<file path="src/rtl/mem_arbiter_pkg.sv">
// Shared sizing defaults and FSM state encoding for the memory arbiter slice.
package mem_arbiter_pkg;

   localparam int PROC_COUNT = 4;
   localparam int BUS_W      = 128;
   localparam int ADDR_W     = 16;
   localparam int MEM_LAT    = 2;

   typedef logic [ADDR_W-1:0] addr_t;

   typedef enum logic [1:0] {
      IDLE,
      RD_ADDR,
      RD_WAIT,
      WR
   } arb_state_t;

endpackage

</file>
<file path="src/rtl/mem_arbiter_rr_picker.sv">
// Combinational round-robin picker: first set request at or after the pointer, wrapping.
module rr_picker #(
   parameter int N     = 4,
   parameter int PTR_W = (N > 1) ? $clog2(N) : 1
) (
   input  logic [N-1:0]     req,
   input  logic [PTR_W-1:0] ptr,
   output logic [N-1:0]     onehot,
   output logic [PTR_W-1:0] idx
);

   always_comb begin
      int               pos;
      logic             found;
      logic [PTR_W-1:0] sel;
      onehot = '0;
      idx    = '0;
      found  = 1'b0;
      pos    = 0;
      sel    = '0;
      for (int k = 0; k < N; k++) begin
         pos = int'(ptr) + k;
         if (pos >= N) pos = pos - N;
         sel = PTR_W'(pos);
         if (!found && req[sel]) begin
            found       = 1'b1;
            onehot[sel] = 1'b1;
            idx         = sel;
         end
      end
   end

endmodule

</file>
<file path="src/rtl/mem_arbiter.sv">
// Round-robin owner of the shared memory port; one transaction at a time,
// read data broadcast back with a one-hot valid to the requester.
module mem_arbiter
   import mem_arbiter_pkg::*;
#(
   parameter int PROC_COUNT = mem_arbiter_pkg::PROC_COUNT,
   parameter int BUS_W      = mem_arbiter_pkg::BUS_W,
   parameter int ADDR_W     = mem_arbiter_pkg::ADDR_W,
   parameter int MEM_LAT    = mem_arbiter_pkg::MEM_LAT
) (
   input  logic                              i_clk,
   input  logic                              i_rstn,
   input  logic [PROC_COUNT-1:0]             i_req_rd,
   input  logic [PROC_COUNT-1:0]             i_req_wr,
   input  logic [PROC_COUNT-1:0]             i_wr_en,
   input  logic [PROC_COUNT-1:0][ADDR_W-1:0] i_addr,
   input  logic [PROC_COUNT-1:0][BUS_W-1:0]  i_wdata,
   input  logic [PROC_COUNT-1:0][2:0]        i_wr_size,
   output logic [PROC_COUNT-1:0]             o_grant_rd,
   output logic [PROC_COUNT-1:0]             o_grant_wr,
   output logic [PROC_COUNT-1:0]             o_valid,
   output logic [BUS_W-1:0]                  o_data,
   output logic                              o_mem_en,
   output logic                              o_mem_we,
   output logic [ADDR_W-1:0]                 o_mem_addr,
   output logic [BUS_W-1:0]                  o_mem_wdata,
   output logic [2:0]                        o_mem_wsize,
   input  logic [BUS_W-1:0]                  i_mem_rdata
);

   localparam int PTR_W = (PROC_COUNT > 1) ? $clog2(PROC_COUNT) : 1;
   localparam int CNT_W = $clog2(MEM_LAT + 1);

   arb_state_t state, next_state;

   logic [PTR_W-1:0]      ptr, ptr_nxt;
   logic [PTR_W-1:0]      cur_idx, idx_nxt;
   logic [CNT_W-1:0]      cnt, cnt_nxt;
   logic [PROC_COUNT-1:0] req;
   logic [PROC_COUNT-1:0] pick_onehot;
   logic [PTR_W-1:0]      pick_idx;

   logic [PROC_COUNT-1:0] grant_rd_nxt, grant_wr_nxt, valid_nxt;
   logic [BUS_W-1:0]      data_nxt, mem_wdata_nxt;
   logic                  mem_en_nxt, mem_we_nxt;
   logic [ADDR_W-1:0]     mem_addr_nxt;
   logic [2:0]            mem_wsize_nxt;

   assign req = i_req_rd | i_req_wr;

   rr_picker #(
      .N     (PROC_COUNT),
      .PTR_W (PTR_W)
   ) u_picker (
      .req    (req),
      .ptr    (ptr),
      .onehot (pick_onehot),
      .idx    (pick_idx)
   );

   function automatic logic [PTR_W-1:0] wrap_inc(input logic [PTR_W-1:0] i);
      if (i == PTR_W'(PROC_COUNT - 1)) return '0;
      return i + PTR_W'(1);
   endfunction

   always_ff @(posedge i_clk or negedge i_rstn) begin
      if (!i_rstn) state <= IDLE;
      else         state <= next_state;
   end

   always_comb begin
      next_state = state;
      case (state)
         IDLE:    if (|req) next_state = i_req_rd[pick_idx] ? RD_ADDR : WR;
         RD_ADDR: next_state = RD_WAIT;
         RD_WAIT: if (cnt == '0) next_state = IDLE;
         WR:      if (i_wr_en[cur_idx]) next_state = IDLE;
         default: next_state = IDLE;
      endcase
   end

   // Every output is computed here one cycle ahead and then registered below.
   always_comb begin
      grant_rd_nxt  = o_grant_rd;
      grant_wr_nxt  = o_grant_wr;
      valid_nxt     = '0;
      data_nxt      = o_data;
      mem_en_nxt    = 1'b0;
      mem_we_nxt    = 1'b0;
      mem_addr_nxt  = o_mem_addr;
      mem_wdata_nxt = o_mem_wdata;
      mem_wsize_nxt = o_mem_wsize;
      ptr_nxt       = ptr;
      idx_nxt       = cur_idx;
      cnt_nxt       = cnt;
      case (state)
         IDLE: begin
            if (|req) begin
               idx_nxt = pick_idx;
               if (i_req_rd[pick_idx]) grant_rd_nxt = pick_onehot;
               else                    grant_wr_nxt = pick_onehot;
            end
         end
         RD_ADDR: begin
            mem_en_nxt   = 1'b1;
            mem_addr_nxt = i_addr[cur_idx];
            cnt_nxt      = CNT_W'(MEM_LAT);
         end
         RD_WAIT: begin
            if (cnt == '0) begin
               data_nxt     = i_mem_rdata;
               valid_nxt    = o_grant_rd;
               grant_rd_nxt = '0;
               ptr_nxt      = wrap_inc(cur_idx);
            end else begin
               cnt_nxt = cnt - CNT_W'(1);
            end
         end
         WR: begin
            if (i_wr_en[cur_idx]) begin
               mem_en_nxt    = 1'b1;
               mem_we_nxt    = 1'b1;
               mem_addr_nxt  = i_addr[cur_idx];
               mem_wdata_nxt = i_wdata[cur_idx];
               mem_wsize_nxt = i_wr_size[cur_idx];
               grant_wr_nxt  = '0;
               ptr_nxt       = wrap_inc(cur_idx);
            end
         end
         default: ;
      endcase
   end

   always_ff @(posedge i_clk or negedge i_rstn) begin
      if (!i_rstn) begin
         o_grant_rd  <= '0;
         o_grant_wr  <= '0;
         o_valid     <= '0;
         o_data      <= '0;
         o_mem_en    <= 1'b0;
         o_mem_we    <= 1'b0;
         o_mem_addr  <= '0;
         o_mem_wdata <= '0;
         o_mem_wsize <= '0;
         ptr         <= '0;
         cur_idx     <= '0;
         cnt         <= '0;
      end else begin
         o_grant_rd  <= grant_rd_nxt;
         o_grant_wr  <= grant_wr_nxt;
         o_valid     <= valid_nxt;
         o_data      <= data_nxt;
         o_mem_en    <= mem_en_nxt;
         o_mem_we    <= mem_we_nxt;
         o_mem_addr  <= mem_addr_nxt;
         o_mem_wdata <= mem_wdata_nxt;
         o_mem_wsize <= mem_wsize_nxt;
         ptr         <= ptr_nxt;
         cur_idx     <= idx_nxt;
         cnt         <= cnt_nxt;
      end
   end

endmodule

</file>
<file path="config.mk">
export PLATFORM = sky130hd
export DESIGN_NAME = mem_arbiter
export DESIGN_NICKNAME = d
export VERILOG_FILES = /design/src/rtl/mem_arbiter_pkg.sv /design/src/rtl/mem_arbiter_rr_picker.sv /design/src/rtl/mem_arbiter.sv
export SDC_FILE = /design/constraint.sdc
export NUM_CORES = 1
export LEC_CHECK = 0
export ABC_AREA = 1
export CAP_MARGIN = 20
export CORE_AREA = 2 2 392 394
export CTS_CLUSTER_SIZE = 25
export DETAILED_ROUTE_END_ITERATION = 10
export DIE_AREA = 0 0 394 396
export PLACE_DENSITY = 0.36
export SETUP_SLACK_MARGIN = 0.4
export SYNTH_ARGS = -nofsm -noshare
export SYNTH_HDL_FRONTEND = slang
export SYNTH_SLANG_ARGS = --single-unit
</file>
<file path="constraint.sdc">
create_clock -name i_clk -period 2.5 [get_ports i_clk]
set_input_delay 0.5 -clock i_clk [delete_from_list [all_inputs] [get_ports i_clk]]
set_output_delay 0.5 -clock i_clk [all_outputs]
set_load 0.005 [all_outputs]
</file>
==> flow_summary_export.csv <==
group,metric,value,unit
grt,grt_first_pass_wirelength,151900,µm
logic_synthesis,postSynthCellCount,1936,
placement,gp_congestion,0.8726,
detailed_routing,detail_route.first_pass.iterations,5,
critical_path,cp-end-kind,"register",
finish,area_growth,95.71,%
placement,dp_slack,-238.7,ps
finish,nNetsFinal,3712,
grt,use_met3,0.03534,
timing,worstMarginPinSlew,683.0,ps
timing,rsz0062_at_grt,"yes",
critical_path,required,2960,ps
floorplan,die_w,394,µm
clock_tree,clk_pin_slew_worst_paths,60,ps
critical_path,critPathMaxFanout,60,
timing,slew_violations,0,
logic_synthesis,synth_common_cells,"nand2_1, nor2_1, o21ai_0",
timing,finalSetupViolCount,0,
power,peakVddDrop,0.5005,mV
clock_tree,cts.sinks,297,
clock_tree,ctsLongestPathBuffers,3,
grt,antenna_found_initial,36,
timing,period_share,0.8472,
logic_synthesis,synth_nets,2675,
floorplan,die_h,396,µm
logic_synthesis,synth_area,15590,µm²
floorplan,rows,143,
clock_tree,cts_tree,"built",
detailed_routing,final_antenna_net_count,0,
logic_synthesis,yosys.area.top_type,"dfrtp_1",
floorplan,die-area,156000,µm²
critical_path,slowest_delay,570,ps
detailed_routing,viasPerCell,3.614,
logic_synthesis,yosys-top-cells-area,"dfrtp_1, nand2_1, o21ai_0",
floorplan,io_pins,1019,
run_status,status,"finished, final reports clean",
finish,multi_input_comb_area,7682,µm²
grt,grt_max_degree,87,
floorplan,initial_core_util,0.1029,
critical_path,cp-start-kind,"register",
detailed_routing,routed_wl,111500,µm
critical_path,crit_buf_inv,2,
grt,grt_use_total,0.1372,
finish,stdcell_count,5043,
grt,grt_overflow,0,
critical_path,slowest_stage,"dfrtp_4",
grt,use_met2,0.2356,
placement,dp_cells,4950,
clock_tree,clock_latency,580,ps
timing,hold_violations,0,
logic_synthesis,synthMostInstantiatedCell,"nand2_1",
logic_synthesis,yosysTopAreaCellShare,0.4766,
clock_tree,clock_tree.root_cell,"clkbuf_16",
logic_synthesis,ys_ff_latch,297,
detailed_routing,drc,0,
min_path,hold_path_class,"in2async",
logic_synthesis,postSynthAreaPerCell,8.054,µm²
power,powerDensity,1121,nW/µm²
logic_synthesis,ys_seq_area_frac,0.4766,
grt,grt_pass1_vias,18867,
logic_synthesis,yosysWarningCount,0,
critical_path,path_common_cell,"nand2_1",
placement,numPortBuffers,1018,
logic_synthesis,synth_cell_types,26,
grt,met1_usage,0.1649,
critical_path,worstPathCellList,"buf_16 -> buf_4 -> o21ai_0 -> o22ai_1 -> nand2_1 -> nand2_1",
critical_path,crit_arrival,2580,ps
detailed_routing,drt-initial-drc-count,1014,
timing,fin_ws,381.9,ps
critical_path,cp_top_family,"compound AO/OA/AOI/OAI gates",
logic_synthesis,ys.flop_type,"dfrtp_1",
critical_path,critical_path_class,"reg2reg",
detailed_routing,wire_per_inst,22.12,µm
timing,period_minus_slack,2118,ps
finish,final_util,0.2014,
clock_tree,cts_made_buffers,43,
logic_synthesis,synthArstFlopShare,1.000,
finish,nFillCells,16999,
timing,max-slew-margin-rel,0.5447,
grt,grt_busiest_layer,"met2",
power,leakage,12.56,nW
flow_run,maxCapViolCount,0,
finish,drive_gt1_frac,0.1235,
clock_tree,htreeDepth,2,
timing,skew,21.85,ps
placement,dp_hpwl,91890,µm
floorplan,coreArea,151500,µm²
logic_synthesis,synth_edf_count,0,
detailed_routing,via_count,18223,
timing,clock.fmax,0.4721,GHz
finish,ff_latch_area,7450,µm²
[metal layers]
layer  vias up  wire length [µm]
met5         -                99
met4        16              3886
met1      8713             45990
li1       8589                 -
met3       146              7187
met2       759             54370
[cells in the final DEF, fill, tap and decap left out, types with 19 or more instances in the layout]
master	netlist	routed
buf_4	0	86
clkdlybuf4s50_1	0	951
inv_1	24	19
clkbuf_16	0	44
dlygate4sd2_1	0	61
nor2_1	362	357
mux2_2	128	128
o21ai_0	306	299
nand2_1	462	452
o22ai_1	132	128
dfrtp_1	297	287
buf_12	0	21
[kinds of logic (layout without fill, tap and decap cells)]
| logic type | count (synthesis) | count (layout) | share of synthesized area |
|---|---|---|---|
| simple gates | 866 | 866 | 0.2185 |
| compound gates | 466 | 466 | 0.1619 |
| flops | 297 | 297 | 0.4766 |
| buf+inv | 170 | 1237 | 0.04325 |
| mux | 128 | 128 | 0.09244 |
| fa+ha+maj | 9 | 9 | 0.007222 |
| other cells | 0 | 10 | 0 |
[where the power goes]
part	switching, W	internal [W]	leakage, nW
clock network	0.00243	0.00353	0.645
registers	0.00140	0.00713	3.60
logic	0.0106	0.00913	8.32
total	0.0144	0.0198	12.6
[metrics by stage]
stage                     power, W  hold slack [ps]  instance area [µm²]  setup TNS, ps
after floorplan            0.01640            204.4                15600              0
after global placement     0.02849            427.8                28910          -2554
after detailed placement   0.02844            424.7                28910          -2154
after CTS                  0.03452            363.8                30250              0
after global routing       0.03661            395.0                30500              0
final                      0.03421            415.4                30520              0
[sequential cells by signal (all words and copies together), names as in the netlist]
| register | cells |
|---|---|
| o_data | 128 |
| state | 2 |
| cnt | 2 |
| o_mem_en | 1 |
| ptr | 2 |
| o_grant_wr | 4 |
| cur_idx | 2 |
| o_mem_we | 1 |
| o_grant_rd | 4 |
| o_mem_addr | 16 |
| o_mem_wsize | 3 |
| o_mem_wdata | 128 |
| o_valid | 4 |
[what timing repair did]
| item | 4_1_cts | 5_1_grt |
|---|---|---|
| pin swaps | 1 | 18 |
| resized for setup | 79 | 55 |
| hold buffers | 1 | 0 |
| setup buffers | 2 | 4 |
| gates cloned | 0 | 1 |
| endpoints found under the hold margin | 26 | 0 |
| setup endpoints to repair | 168 | 75 |
[layout make-up]
cell class,instances,share of cell area
antenna,10,0.0008200
clock buffer,66,0.03973
clock inverter,9,0.003936
inverter,28,0.004100
multi-input combinational,1469,0.2518
sequential,297,0.2441
tap,2030,0.08323
timing repair buffer,1134,0.3723
[worst paths after layout]
check                           slack [ps]                          end                        from  depth (start not counted)
worst min register to register         470   o_mem_wdata[3]$_DFFE_PN0P_  o_mem_wdata[3]$_DFFE_PN0P_                          2
worst max register to register         380  o_mem_wdata[10]$_DFFE_PN0P_      cur_idx[0]$_DFFE_PN0P_                          6
min in group i_clk                     470   o_mem_wdata[3]$_DFFE_PN0P_  o_mem_wdata[3]$_DFFE_PN0P_                          2
worst max-delay path                   380  o_mem_wdata[10]$_DFFE_PN0P_      cur_idx[0]$_DFFE_PN0P_                          6
worst min-delay path                   420       o_data[34]$_DFFE_PN0P_                      i_rstn                          2
max in group asynchronous             1250  o_mem_wdata[62]$_DFFE_PN0P_                      i_rstn                          4
(Power assumes the default switching activity.)
